**config.mk**
```make
export PLATFORM = sky130hd
export DESIGN_NAME = ws_pe_dbuf
export DESIGN_NICKNAME = d
export VERILOG_FILES = /design/src/rtl/pe_pkg.sv /design/src/rtl/pe_mac.sv /design/src/rtl/ws_pe_dbuf.sv
export SDC_FILE = /design/constraint.sdc
export NUM_CORES = 1
export LEC_CHECK = 0
export BUFFER_PORTS_ARGS = -buffer_cell sky130_fd_sc_hd__buf_2
export CAP_MARGIN = 30
export CORE_AREA = 10 10 104 106
export CTS_CLUSTER_DIAMETER = 80
export DETAILED_ROUTE_END_ITERATION = 6
export DIE_AREA = 0 0 114 116
export GPL_ROUTABILITY_DRIVEN = 0
export PLACE_DENSITY = 0.82
export SYNTH_ARGS = -nofsm -noshare
export SYNTH_HDL_FRONTEND = slang
export SYNTH_SLANG_ARGS = --single-unit
```
**constraint.sdc**
```tcl
create_clock -name clk -period 9.2 [get_ports clk]
set_input_delay 1.38 -clock clk [delete_from_list [all_inputs] [get_ports clk]]
set_output_delay 1.38 -clock clk [all_outputs]
set_load 0.05 [all_outputs]
```
**src/rtl/pe_pkg.sv**
```systemverilog
// Shared widths and saturation bounds for the weight-stationary PE.
// Saturation bounds are returned as bit patterns, valid for widths up to 64.
package pe_pkg;
  localparam int PE_DATA_WIDTH = 8;
  localparam int PE_ACC_WIDTH  = 2*PE_DATA_WIDTH + 4;

  // Most positive value for the given width and signedness.
  function automatic logic [63:0] sat_max(input int width, input bit sgn);
    return sgn ? (64'd1 << (width-1)) - 64'd1 : (64'd1 << width) - 64'd1;
  endfunction

  // Most negative value, as a two's-complement pattern 10..0.
  function automatic logic [63:0] sat_min(input int width, input bit sgn);
    return sgn ? (64'd1 << (width-1)) : 64'd0;
  endfunction
endpackage

```
**src/rtl/pe_mac.sv**
```systemverilog
// Combinational extend-multiply-add for ws_pe_dbuf.
// PE_SATURATE_EN selects clamping instead of modulo wraparound.
module pe_mac import pe_pkg::*; #(
  parameter int DATA_WIDTH = PE_DATA_WIDTH,
  parameter int ACC_WIDTH  = PE_ACC_WIDTH,
  parameter int SIGNED     = 1
) (
  input  logic [DATA_WIDTH-1:0] fmap,
  input  logic [DATA_WIDTH-1:0] weight,
  input  logic [ACC_WIDTH-1:0]  psum,
  output logic [ACC_WIDTH-1:0]  sum
);
  localparam int PW = 2*DATA_WIDTH;

  logic [PW-1:0]        prod;
  logic [ACC_WIDTH-1:0] prod_ext;

  generate
    if (SIGNED != 0) begin : g_sgn
      logic signed [PW-1:0] fs, ws;
      assign fs       = PW'($signed(fmap));
      assign ws       = PW'($signed(weight));
      assign prod     = fs * ws;
      assign prod_ext = ACC_WIDTH'($signed(prod));
    end else begin : g_uns
      assign prod     = PW'(fmap) * PW'(weight);
      assign prod_ext = ACC_WIDTH'(prod);
    end
  endgenerate

`ifdef PE_SATURATE_EN
  localparam logic [ACC_WIDTH-1:0] SMAX = ACC_WIDTH'(sat_max(ACC_WIDTH, SIGNED != 0));
  logic [ACC_WIDTH:0] wide;

  generate
    if (SIGNED != 0) begin : g_sat_s
      localparam logic [ACC_WIDTH-1:0] SMIN = ACC_WIDTH'(sat_min(ACC_WIDTH, 1'b1));
      // Signed overflow shows up as the guard bit disagreeing with the MSB.
      assign wide = {psum[ACC_WIDTH-1], psum} + {prod_ext[ACC_WIDTH-1], prod_ext};
      assign sum  = (wide[ACC_WIDTH] ^ wide[ACC_WIDTH-1]) ?
                    (wide[ACC_WIDTH] ? SMIN : SMAX) : wide[ACC_WIDTH-1:0];
    end else begin : g_sat_u
      assign wide = {1'b0, psum} + {1'b0, prod_ext};
      assign sum  = wide[ACC_WIDTH] ? SMAX : wide[ACC_WIDTH-1:0];
    end
  endgenerate
`else
  assign sum = psum + prod_ext;
`endif
endmodule

```
**src/rtl/ws_pe_dbuf.sv**
```systemverilog
// Weight-stationary PE with shadow/active weight double buffer; one pipeline stage.
// Optional accumulator clamping via PE_SATURATE_EN (see pe_mac).
module ws_pe_dbuf import pe_pkg::*; #(
  parameter int DATA_WIDTH = PE_DATA_WIDTH,
  parameter int ACC_WIDTH  = PE_ACC_WIDTH,
  parameter int SIGNED     = 1
) (
  input  logic                  clk,
  input  logic                  rst,
  input  logic [DATA_WIDTH-1:0] i_fmap,
  input  logic [ACC_WIDTH-1:0]  i_psum,
  input  logic                  i_valid,
  input  logic [DATA_WIDTH-1:0] i_weight,
  input  logic                  i_weight_valid,
  input  logic                  i_swap,
  output logic [DATA_WIDTH-1:0] o_fmap,
  output logic                  o_fmap_valid,
  output logic [ACC_WIDTH-1:0]  o_psum,
  output logic                  o_psum_valid,
  output logic [DATA_WIDTH-1:0] o_weight,
  output logic                  o_weight_valid,
  output logic                  o_swap
);
  logic [DATA_WIDTH-1:0] r_fmap, r_active, r_shadow;
  logic [ACC_WIDTH-1:0]  r_psum, mac_sum;
  logic                  r_fmap_vld, r_psum_vld, r_wgt_vld, r_swap;

  pe_mac #(.DATA_WIDTH(DATA_WIDTH), .ACC_WIDTH(ACC_WIDTH), .SIGNED(SIGNED)) u_mac (
    .fmap   (i_fmap),
    .weight (r_active),
    .psum   (i_psum),
    .sum    (mac_sum)
  );

  // MAC reads r_active before a coincident swap lands, and the swap takes
  // r_shadow before a coincident shift lands, so tiles stream without bubbles.
  always_ff @(posedge clk) begin
    if (rst) begin
      r_fmap     <= '0;
      r_psum     <= '0;
      r_active   <= '0;
      r_shadow   <= '0;
      r_fmap_vld <= 1'b0;
      r_psum_vld <= 1'b0;
      r_wgt_vld  <= 1'b0;
      r_swap     <= 1'b0;
    end else begin
      r_fmap_vld <= i_valid;
      r_psum_vld <= i_valid;
      r_wgt_vld  <= i_weight_valid;
      r_swap     <= i_swap;
      if (i_valid) begin
        r_fmap <= i_fmap;
        r_psum <= mac_sum;
      end
      if (i_weight_valid) r_shadow <= i_weight;
      if (i_swap)         r_active <= r_shadow;
    end
  end

  assign o_fmap         = r_fmap;
  assign o_fmap_valid   = r_fmap_vld;
  assign o_psum         = r_psum;
  assign o_psum_valid   = r_psum_vld;
  assign o_weight       = r_shadow;
  assign o_weight_valid = r_wgt_vld;
  assign o_swap         = r_swap;
endmodule
```
==> impl_metrics.env, run 1 <==
export IMPL_total_power_divided_by_cell_area_nw_per_um2=133
export IMPL_fraction_of_power_consumed_by_combinational_cells_pct=46.1
export IMPL_pwr_share_seq_pct=31.4
export IMPL_least_margin_pin_slew_ns=0.935
export IMPL_period_minus_slack_ns=7.20
export IMPL_crit_type="primary input to flop"
export IMPL_power_frac_clock_pct=22.5
export IMPL_routed_wirelength_mm=12.0
export IMPL_min_delay_worst_endpoint="o_psum[0]"
export IMPL_n_antenna_cell=0
export IMPL_fp_dieH_um=116
export IMPL_post_synth_top_area_cell="fa_1"
export IMPL_clock_skew_ns=0.0117
export IMPL_n_fill_cell=736
export IMPL_cellLeakagePower_uw=0.00304
export IMPL_effective_utilization_at_floorplan_pct=58.7
export IMPL_reg2reg_start="r_active[7]"
export IMPL_design_core_area_um2=8680
export IMPL_cts_sink_count=47
export IMPL_cts_clk_slew_worst_paths_ns=0.10
export IMPL_grt_use_total_pct=18.4
export IMPL_design_portCount=81
export IMPL_status="finished clean"
export IMPL_hp_start="o_psum[0]"
export IMPL_fin_crit_sh_pct=78.2
export IMPL_root_buffer="clkbuf_8"
export IMPL_synth_ff_latch_count=47
export IMPL_top_library_cells_by_usage_in_the_layout_fill_and_taps_aside="96 x inv_1, 80 x buf_2, 56 x fa_1"
export IMPL_multi_input_area_um2=3740
export IMPL_chipWidth_um=114
export IMPL_post_synth_cell_area_avg_um2=9.09
export IMPL_cts_post_setup_buffers_inserted=0
export IMPL_commonest_non_fill_non_tap_cell_in_the_layout="inv_1"
export IMPL_cts_buffers_inserted=5
export IMPL_critPathMaxFanout=9
export IMPL_final_core_density_pct=65.7
export IMPL_ant_nets=0
export IMPL_hold_bufs_inserted_after_cts=0
export IMPL_worst_r2r_dst="o_psum[19]"
export IMPL_grt_antenna_before_repair=0
export IMPL_finalSetupViolations=0
export IMPL_clock_insertion_delay_worst_skew_ns=0.31
export IMPL_worstPathArrival_ns=7.41
export IMPL_synthesis_area_um2=5090
export IMPL_die_footprint_um2=13200
export IMPL_min_path_cells=2
export IMPL_netlist_cell_type_count=51
export IMPL_grt_pass1_wl_mm=20.1
export IMPL_synth_sequential_area_ratio_pct=18.5
export IMPL_finalSetupTns_ns=0
export IMPL_post_synth_inst_count=560
export IMPL_buffer_ports_inserted=80
export IMPL_cp_required_ns=9.42
export IMPL_drt_first_pass_iters=4
export IMPL_maxCapViolCount=0
export IMPL_first_global_vias=4317
export IMPL_drt_initial_drc_count=146
export IMPL_crit_path_end_kind="flop"
export IMPL_pin_count_of_the_biggest_net_entering_global_routing=52
export IMPL_crit_path_start="i_fmap[3]"
export IMPL_cell_internal_pwr_uw=443
export IMPL_syn_nets=707
export IMPL_tritoncts_clock_tree="built"
export IMPL_grt_overflow_total=0
export IMPL_rsz_0062_raised_after_global_routing="no"
export IMPL_postSynth_asyncResetShare_pct=0
export IMPL_timing_hold_worst_class="flop to flop"
export IMPL_switching_fraction_of_total_power_pct=41.7
export IMPL_flow_area_growth_from_synthesis_pct=11.9
export IMPL_maxSlewHeadroom_pct=37.7
export IMPL_synth_top_area_share_pct=22.0
export IMPL_fmaxAchievable_ghz=0.139
export IMPL_drt_drc_violations_left=0
export IMPL_synth_edff_count=0
export IMPL_dp_final_hpwl_mm=9.80
export IMPL_p_sw_uw=317
export IMPL_worst_case_register_to_register_setup_slack_ns=2.70
export IMPL_h_tree_depth=2
export IMPL_slew_violations=0
export IMPL_final_layout_size_suffix_gt1_share_pct=14.6
export IMPL_clk_path_buf_depth=2
export IMPL_num_nets_final=782
export IMPL_cts_resized_gates=0
export IMPL_regArea_um2=941
export IMPL_postLayoutSetupSlackWorst_ns=2.00
export IMPL_ys_dominant_reg_cell="dfxtp_1"
export IMPL_vias_per_std_cell=5.44
export IMPL_cell_types_with_the_largest_area_share_after_synthesis="fa_1 22%, dfxtp_1 18%, ha_1 12%"
export IMPL_worstRegToRegCells=24
export IMPL_vdd_drop_max_uv=100
export IMPL_minimum_setup_slack_after_placement_ns=1.72
export IMPL_startpoint_type="primary input"
export IMPL_wl_per_instance_um=16.2
export IMPL_dr_total_vias=4050
export IMPL_rows=34
export IMPL_hold_violations=0
export IMPL_yosys_warnings=0
## kinds of logic (layout without fill, tap and decap cells)
logic type               Yosys count  in the layout  share of synthesized area [%]
adder cells (fa/ha/maj)          106            106                           34.3
AND/OR/NAND/NOR                  159            159                           16.1
buffers and inverters            108            184                           8.04
XOR/XNOR                          28             28                           4.82
AO/OA/AOI/OAI                     72             72                           10.3
flip-flops                        47             47                           18.5
multiplexers                      40             40                           7.89
## worst max-delay path: stages
cell and delay [ns]:
buf_2 0.15, and2_1 0.18, fa_1 0.54, inv_1 0.05
fa_1 0.48, inv_1 0.06, fa_1 0.53, inv_1 0.05
fa_1 0.53, inv_1 0.04, ha_1 0.32, a21oi_1 0.23
o21bai_1 0.10, a21oi_1 0.22, o21bai_1 0.10, a21oi_1 0.31
nor4bb_1 0.11, a211o_1 0.27, ha_1 0.30, a21oi_1 0.21
o21ai_0 0.15, a22o_1 0.24, o31ai_2 0.21, a21oi_1 0.12
or4_1 0.47, o311ai_1 0.08
## power groups by stage
stage	clock network (uW)	logic, uW	registers (uW)
2_1_floorplan	0	203	311
3_3_place_gp	0	342	242
3_5_place_dp	0	351	243
4_1_cts	174	353	239
5_1_grt	183	385	241
6_report	171	350	239
## through the flow
stage / instance area [um^2] / hold slack [ns] / power [uW] / std cells
finish: 5700 / 0.494 / 760 / 744
detailed placement: 5580 / 0.475 / 594 / 736
global route: 5700 / 0.534 / 810 / 744
CTS: 5700 / 0.499 / 766 / 744
global placement: 5580 / 0.469 / 584 / 736
floorplan: 5090 / 0.540 / 514 / 560
## cells in the mapped netlist, drive strengths merged (2+ instances only)
library cell / n
xor2: 10
nor2b: 9
ha: 50
nand2b: 6
nand3b: 2
nor4b: 2
o31ai: 2
mux2i: 39
buf: 4
a2111oi: 2
o21bai: 5
xnor2: 18
clkbuf: 8
a21oi: 16
nand3: 5
o41ai: 2
nor3b: 2
o211ai: 3
fa: 56
nand2: 20
a21o: 9
o21ai: 7
nor3: 2
and3: 5
a31oi: 4
o21a: 2
a211o: 5
o311ai: 2
and2: 46
inv: 96
or3b: 2
a211oi: 6
o2111ai: 2
dfxtp: 47
nor2: 54
## per-layer routing
layer	track usage, %	wire length [um]	vias to the layer above
met2	33.9	6320	94
li1	-	-	1969
met3	3.15	497	16
met1	21.5	5020	1971
met5	0	0	-
met4	4.68	194	0
## area by class of cell
type                            count  share of cell area [%]
Multi-Input combinational cell    405                    65.6
Sequential cell                    47                    16.5
Timing Repair Buffer               80                    7.03
Inverter                           96                    6.32
Tap cell                          108                    2.37
Clock buffer                        6                    1.45
Clock inverter                      2                   0.681
## how the worst max path moves through the flow
stage                       to  slack [ns]
floorplan           o_psum[19]        2.37
global placement    o_psum[19]        1.97
detailed placement  o_psum[19]        1.72
CTS                 o_psum[19]        2.05
global route        o_psum[19]        1.68
finish              o_psum[19]        2.00
## flip-flops by register name, indices dropped and copies added (netlist names)
| name | cells |
|---|---|
| o_psum | 20 |
| o_fmap | 8 |
| o_weight | 8 |
| r_active | 8 |
| o_psum_valid | 1 |
| o_swap | 1 |
| o_weight_valid | 1 |
Power figures use the tool's default switching activity.
==> run 2, diff against run 1 <==
--- a/config.mk
+++ b/config.mk
@@ -5,14 +5,15 @@
 export SDC_FILE = /design/constraint.sdc
 export NUM_CORES = 1
 export LEC_CHECK = 0
+export ABC_AREA = 1
 export BUFFER_PORTS_ARGS = -buffer_cell sky130_fd_sc_hd__buf_2
 export CAP_MARGIN = 30
-export CORE_AREA = 10 10 104 106
+export CORE_AREA = 10 10 113 115
 export CTS_CLUSTER_DIAMETER = 80
 export DETAILED_ROUTE_END_ITERATION = 6
-export DIE_AREA = 0 0 114 116
+export DIE_AREA = 0 0 123 125
 export GPL_ROUTABILITY_DRIVEN = 0
-export PLACE_DENSITY = 0.82
+export PLACE_DENSITY = 0.77
 export SYNTH_ARGS = -nofsm -noshare
 export SYNTH_HDL_FRONTEND = slang
 export SYNTH_SLANG_ARGS = --single-unit
==> constraint.sdc (replaced) <==
create_clock -name clk -period 6.1 [get_ports clk]
set_input_delay 0.915 -clock clk [delete_from_list [all_inputs] [get_ports clk]]
set_output_delay 0.915 -clock clk [all_outputs]
set_load 0.05 [all_outputs]
==> impl_metrics.env, run 2 <==
export IMPL_status="finished clean"
export IMPL_postSynth_asyncResetShare_pct=0
export IMPL_n_antenna_cell=0
export IMPL_post_synth_inst_count=810
export IMPL_vdd_drop_max_uv=294
export IMPL_wl_per_instance_um=12.9
export IMPL_startpoint_type="primary input"
export IMPL_syn_nets=957
export IMPL_vias_per_std_cell=4.87
export IMPL_ant_nets=0
export IMPL_rows=38
export IMPL_worstRegToRegCells=27
export IMPL_clock_insertion_delay_worst_skew_ns=0.32
export IMPL_design_core_area_um2=10600
export IMPL_drt_drc_violations_left=0
export IMPL_worst_case_register_to_register_setup_slack_ns=0.51
export IMPL_rsz_0062_raised_after_global_routing="no"
export IMPL_design_portCount=81
export IMPL_largest_register_ff_count=20
export IMPL_netlist_cell_type_count=36
export IMPL_hold_violations=0
export IMPL_synth_ff_latch_count=47
export IMPL_yosys_warnings=0
export IMPL_synth_top_area_share_pct=20.2
export IMPL_final_layout_size_suffix_gt1_share_pct=17.7
export IMPL_p_sw_uw=1100
export IMPL_post_synth_cell_area_avg_um2=6.84
export IMPL_switching_fraction_of_total_power_pct=50.8
export IMPL_flow_area_growth_from_synthesis_pct=17.2
export IMPL_commonest_non_fill_non_tap_cell_in_the_layout="inv_1"
export IMPL_most_frequent_cell_after_synthesis="inv_1"
export IMPL_reg2reg_start="r_active[7]"
export IMPL_hold_bufs_inserted_after_cts=0
export IMPL_dr_total_vias=5106
export IMPL_min_path_cells=2
export IMPL_total_power_divided_by_cell_area_nw_per_um2=334
export IMPL_maxCapViolCount=0
export IMPL_maxSlewHeadroom_pct=51.9
export IMPL_ys_dominant_reg_cell="dfxtp_1"
export IMPL_h_tree_depth=2
export IMPL_cellLeakagePower_uw=0.00383
export IMPL_drt_first_pass_iters=5
export IMPL_dp_final_hpwl_mm=11.3
export IMPL_fp_dieH_um=125
export IMPL_cp_required_ns=6.34
export IMPL_cts_clk_slew_worst_paths_ns=0.10
export IMPL_buffer_ports_inserted=80
export IMPL_fmaxAchievable_ghz=0.172
export IMPL_effective_utilization_at_floorplan_pct=52.3
export IMPL_power_frac_clock_pct=11.3
export IMPL_first_global_vias=5114
export IMPL_cell_types_with_the_largest_area_share_after_synthesis="fa_1 20%, dfxtp_1 17%, inv_1 13%"
export IMPL_critPathMaxFanout=4
export IMPL_crit_path_end_kind="flop"
export IMPL_synthesis_area_um2=5540
export IMPL_root_buffer="clkbuf_8"
export IMPL_grt_pass1_wl_mm=23.3
export IMPL_synth_sequential_area_ratio_pct=17.0
export IMPL_worst_r2r_dst="o_psum[19]"
export IMPL_drt_initial_drc_count=383
export IMPL_synth_edff_count=0
export IMPL_timing_hold_worst_class="flop to flop"
export IMPL_pin_count_of_the_biggest_net_entering_global_routing=39
export IMPL_post_synth_top_area_cell="fa_1"
export IMPL_clk_path_buf_depth=2
export IMPL_cts_buffers_inserted=5
export IMPL_worstPathArrival_ns=6.04
export IMPL_num_nets_final=1054
export IMPL_period_minus_slack_ns=5.80
export IMPL_cell_internal_pwr_uw=1070
export IMPL_final_core_density_pct=61.3
export IMPL_pwr_share_seq_pct=17.6
export IMPL_tritoncts_clock_tree="built"
export IMPL_hold_slack_ns=0.499
export IMPL_finalSetupViolations=0
export IMPL_grt_use_total_pct=18.1
export IMPL_slew_violations=0
export IMPL_cts_sink_count=47
export IMPL_yosys_top_cells_count="188 x inv_1, 156 x nand2_1, 110 x nor2_1"
export IMPL_least_margin_pin_slew_ns=0.720
export IMPL_min_delay_worst_endpoint="o_psum[11]"
export IMPL_chipWidth_um=123
export IMPL_grt_antenna_before_repair=0
export IMPL_crit_type="primary input to flop"
export IMPL_clock_skew_ns=0.0118
export IMPL_fraction_of_power_consumed_by_combinational_cells_pct=71.2
export IMPL_fin_crit_sh_pct=95.1
export IMPL_finalSetupTns_ns=0
export IMPL_grt_overflow_total=0
export IMPL_top_library_cells_by_usage_in_the_layout_fill_and_taps_aside="188 x inv_1, 155 x nand2_1, 108 x nor2_1"
export IMPL_routed_wirelength_mm=13.6
export IMPL_die_footprint_um2=15400
export IMPL_hp_start="o_psum[11]"
run 2: cell count changes after synthesis, moves of 7 or more:
cell	before	now
a21o_1	9	2
a21oi_1	16	32
and2_1	46	1
clkbuf_1	8	21
inv_1	96	188
mux2i_1	39	0
nand2_1	20	156
nand3_1	5	28
nor2_1	54	110
nor2b_1	9	0
o21ai_0	3	45
xnor2_1	18	8
run 2: cell families after synthesis:
group,share of synthesized area (%)
AO/OA/AOI/OAI,9.55
XOR/XNOR,3.00
adder cells (fa/ha/maj),31.5
buffers and inverters,15.1
flip-flops,17.0
AND/OR/NAND/NOR,23.8
run 2: worst max-delay path by stage:
stage / from / endpoint / depth (start not counted)
after CTS: i_fmap[0] / o_psum[19] / 32
final: i_fmap[0] / o_psum[19] / 27
after global routing: i_fmap[7] / o_psum[19] / 30
after detailed placement: i_fmap[0] / o_psum[19] / 32
after global placement: i_fmap[0] / o_psum[19] / 32
after floorplan: i_fmap[0] / o_psum[19] / 32
run 2: per-layer routing:
layer | wire [um] | track usage [%] | vias up
li1 | - | - | 2618
met1 | 5990 | 22.1 | 2348
met2 | 6560 | 30.9 | 114
met3 | 665 | 3.20 | 26
met4 | 347 | 6.31 | 0
met5 | 0 | 0 | -
run 2: area by class of cell:
| type | instances | area [um^2] |
|---|---|---|
| Clock buffer | 5 | 68.8 |
| Clock inverter | 3 | 46.3 |
| Fill cell | 968 | 4110 |
| Inverter | 193 | 724 |
| Multi-Input combinational cell | 543 | 3860 |
| Sequential cell | 47 | 941 |
| Tap cell | 140 | 175 |
| Timing Repair Buffer | 117 | 681 |
run 2: worst max-delay path, stage by stage:
cell	delay (ns)
buf_2	0.11
or2_2	0.30
fa_1	0.52
fa_1	0.55
inv_1	0.06
fa_1	0.55
inv_1	0.06
fa_1	0.54
inv_1	0.04
ha_1	0.32
buf_4	0.14
nand2_1	0.06
nor2_2	0.15
nand3_1	0.08
o2111ai_1	0.11
xor2_1	0.27
ha_1	0.30
a21oi_1	0.21
nand2_1	0.11
a21oi_2	0.20
nand3_2	0.10
nand2_1	0.07
nand2_1	0.05
nand2_1	0.05
nand3_1	0.07
nand2_1	0.08
inv_1	0.03
run 2: per-stage QoR:
| step | setup WS, ns | total power (uW) | area [um^2] | cells |
|---|---|---|---|---|
| 6_report | 0.297 | 2170 | 6490 | 1048 |
| 5_1_grt | 0.00394 | 2380 | 6490 | 1048 |
| 4_1_cts | 0.207 | 2110 | 6400 | 1048 |
| 3_5_place_dp | -0.120 | 1860 | 6280 | 1040 |
| 3_3_place_gp | -0.0545 | 1840 | 6280 | 1040 |
| 2_1_floorplan | 0.0165 | 1440 | 5540 | 810 |
run 2: what timing repair did:
item,CTS,global route
buffers inserted,0,0
resized for setup,0,18
setup endpoints to repair,0,9
run 2: power groups by stage:
stage	logic (uW)	clock network, uW	registers [uW]
final	1540	245	381
after global routing	1730	255	387
after CTS	1480	244	381
after detailed placement	1470	0	387
after global placement	1460	0	386
after floorplan	913	0	526
==> run 3, diff against run 2 <==
--- a/config.mk
+++ b/config.mk
@@ -8,12 +8,12 @@
 export ABC_AREA = 1
 export BUFFER_PORTS_ARGS = -buffer_cell sky130_fd_sc_hd__buf_2
 export CAP_MARGIN = 30
-export CORE_AREA = 10 10 113 115
+export CORE_AREA = 2 2 97 99
 export CTS_CLUSTER_DIAMETER = 80
 export DETAILED_ROUTE_END_ITERATION = 6
-export DIE_AREA = 0 0 123 125
+export DIE_AREA = 0 0 99 101
 export GPL_ROUTABILITY_DRIVEN = 0
-export PLACE_DENSITY = 0.77
+export PLACE_DENSITY = 0.86
 export SYNTH_ARGS = -nofsm -noshare
 export SYNTH_HDL_FRONTEND = slang
 export SYNTH_SLANG_ARGS = --single-unit
==> constraint.sdc (replaced) <==
create_clock -name clk -period 7 [get_ports clk]
set_input_delay 1.05 -clock clk [delete_from_list [all_inputs] [get_ports clk]]
set_output_delay 1.05 -clock clk [all_outputs]
set_load 0.05 [all_outputs]
==> impl_metrics.env, run 3 (same netlist as run 2, synthesis figures left out) <==
export IMPL_fmaxAchievable_ghz=0.159
export IMPL_path_delay_family="adder cells"
export IMPL_cts_clk_slew_worst_paths_ns=0.10
export IMPL_worst_case_register_to_register_setup_slack_ns=0.90
export IMPL_critical_path_top_cell_by_count="nand2_1"
export IMPL_cp_required_ns=7.23
export IMPL_worst_r2r_dst="o_psum[19]"
export IMPL_maxCapViolCount=0
export IMPL_pin_count_of_the_biggest_net_entering_global_routing=39
export IMPL_grt_overflow_total=0
export IMPL_hp_start="o_fmap[0]"
export IMPL_worst_path_largest_cell_delay_ns=0.55
export IMPL_cts_sink_count=47
export IMPL_drt_first_pass_iters=5
export IMPL_cellLeakagePower_uw=0.00365
export IMPL_grt_use_total_pct=25.9
export IMPL_drt_drc_violations_left=0
export IMPL_fp_dieH_um=101
export IMPL_commonest_non_fill_non_tap_cell_in_the_layout="inv_1"
export IMPL_hold_bufs_inserted_after_cts=0
export IMPL_clock_skew_ns=0.00906
export IMPL_timing_hold_worst_class="flop to flop"
export IMPL_clk_path_buf_depth=2
export IMPL_worstRegToRegCells=32
export IMPL_cts_buffers_inserted=5
export IMPL_hold_violations=0
export IMPL_vias_per_std_cell=5.11
export IMPL_buffer_ports_inserted=80
export IMPL_largest_register_ff_count=20
export IMPL_fin_crit_sh_pct=89.9
export IMPL_finalSetupTns_ns=0
export IMPL_crit_path_end_kind="flop"
export IMPL_wl_per_instance_um=12.3
export IMPL_effective_utilization_at_floorplan_pct=61.7
export IMPL_cp_num_buf_inv=6
export IMPL_final_layout_size_suffix_gt1_share_pct=12.4
export IMPL_drt_initial_drc_count=195
export IMPL_vdd_drop_max_uv=234
export IMPL_hold_slack_ns=0.501
export IMPL_regArea_um2=941
export IMPL_routed_wirelength_mm=12.1
export IMPL_first_global_vias=4730
export IMPL_design_portCount=81
export IMPL_dp_final_hpwl_mm=10.1
export IMPL_cpMaxStageDelayCell="fa_1"
export IMPL_flow_area_growth_from_synthesis_pct=9.78
export IMPL_dr_total_vias=5015
export IMPL_root_buffer="clkbuf_8"
export IMPL_min_path_cells=2
export IMPL_n_fill_cell=790
export IMPL_rows=35
export IMPL_num_nets_final=1017
export IMPL_cts_post_setup_buffers_inserted=0
export IMPL_worstPathArrival_ns=6.52
export IMPL_min_delay_worst_endpoint="o_fmap[0]"
export IMPL_top_library_cells_by_usage_in_the_layout_fill_and_taps_aside="188 x inv_1, 156 x nand2_1, 110 x nor2_1"
export IMPL_status="finished clean"
export IMPL_maxSlewHeadroom_pct=54.9
export IMPL_n_antenna_cell=0
export IMPL_finalSetupViolations=0
export IMPL_tritoncts_clock_tree="built"
export IMPL_h_tree_depth=2
export IMPL_slew_violations=0
export IMPL_die_footprint_um2=10000
export IMPL_ant_nets=0
export IMPL_clock_insertion_delay_worst_skew_ns=0.31
export IMPL_grt_antenna_before_repair=0
export IMPL_least_margin_pin_slew_ns=0.675
export IMPL_critPathMaxFanout=9
export IMPL_design_core_area_um2=8980
export IMPL_grt_pass1_wl_mm=21.3
export IMPL_multi_input_area_um2=3760
export IMPL_period_minus_slack_ns=6.29
export IMPL_total_power_divided_by_cell_area_nw_per_um2=282
export IMPL_rsz_0062_raised_after_global_routing="no"
export IMPL_reg2reg_start="r_active[7]"
export IMPL_chipWidth_um=99
export IMPL_cts_resized_gates=0
export IMPL_startpoint_type="primary input"
export IMPL_crit_type="primary input to flop"
==> run 3: cell count changes in the layout (fill, tap and decap cells not counted), sizes merged <==
cell	before	now
clkbuf	6	5
buf	116	80
==> run 3: area by class of cell <==
type                    count  area share, %
repair buffers             80           6.58
clock buffers               5           1.13
clock inverters             3          0.761
flip-flops and latches     47           15.5
inverters                 193           11.9
multi-input cells         543           61.9
well taps                 111           2.28
==> run 3: worst max-delay path by stage <==
stage,from,endpoint,slack [ns],cells after the start
6_report,i_fmap[0],o_psum[19],0.71,32
5_1_grt,i_fmap[0],o_psum[19],0.24,32
4_1_cts,i_fmap[0],o_psum[19],0.72,32
3_5_place_dp,i_fmap[0],o_psum[19],0.41,32
3_3_place_gp,i_fmap[0],o_psum[19],0.53,32
2_1_floorplan,i_fmap[0],o_psum[19],0.78,32
==> run 3: metal layers <==
| layer | share of wire, % | track usage (%) | vias to the layer above |
|---|---|---|---|
| met4 | 2.6 | 8.75 | 0 |
| met5 | 0 | 0 | - |
| met1 | 45 | 35.3 | 2304 |
| met3 | 4.9 | 3.47 | 23 |
| li1 | - | - | 2548 |
| met2 | 47 | 42.7 | 140 |
==> run 3: worst reg2reg max path: cells and delay by family, from the launching register on <==
family | cells | cell delay (ns)
fa+ha+maj | 6 | 2.86
compound gates | 4 | 0.79
flops | 1 | 0.40
buf+inv | 6 | 0.51
simple gates | 16 | 1.46
==> run 3: stage by stage <==
stage	utilization (%)	total power, uW	setup slack [ns]	cell area [um^2]	std cells
after floorplan	-	1250	0.781	5540	810
after global placement	66.5	1480	0.531	5970	974
final	67.7	1710	0.706	6080	982
after CTS	67.7	1710	0.721	6080	982
after global routing	67.7	1890	0.236	6080	982
after detailed placement	66.5	1490	0.411	5970	974
==> run 3: report_power, final <==
group / switching, uW / internal [uW]
Sequential: 24.8 / 307
Clock: 103 / 108
Combinational: 775 / 394
Total: 903 / 809
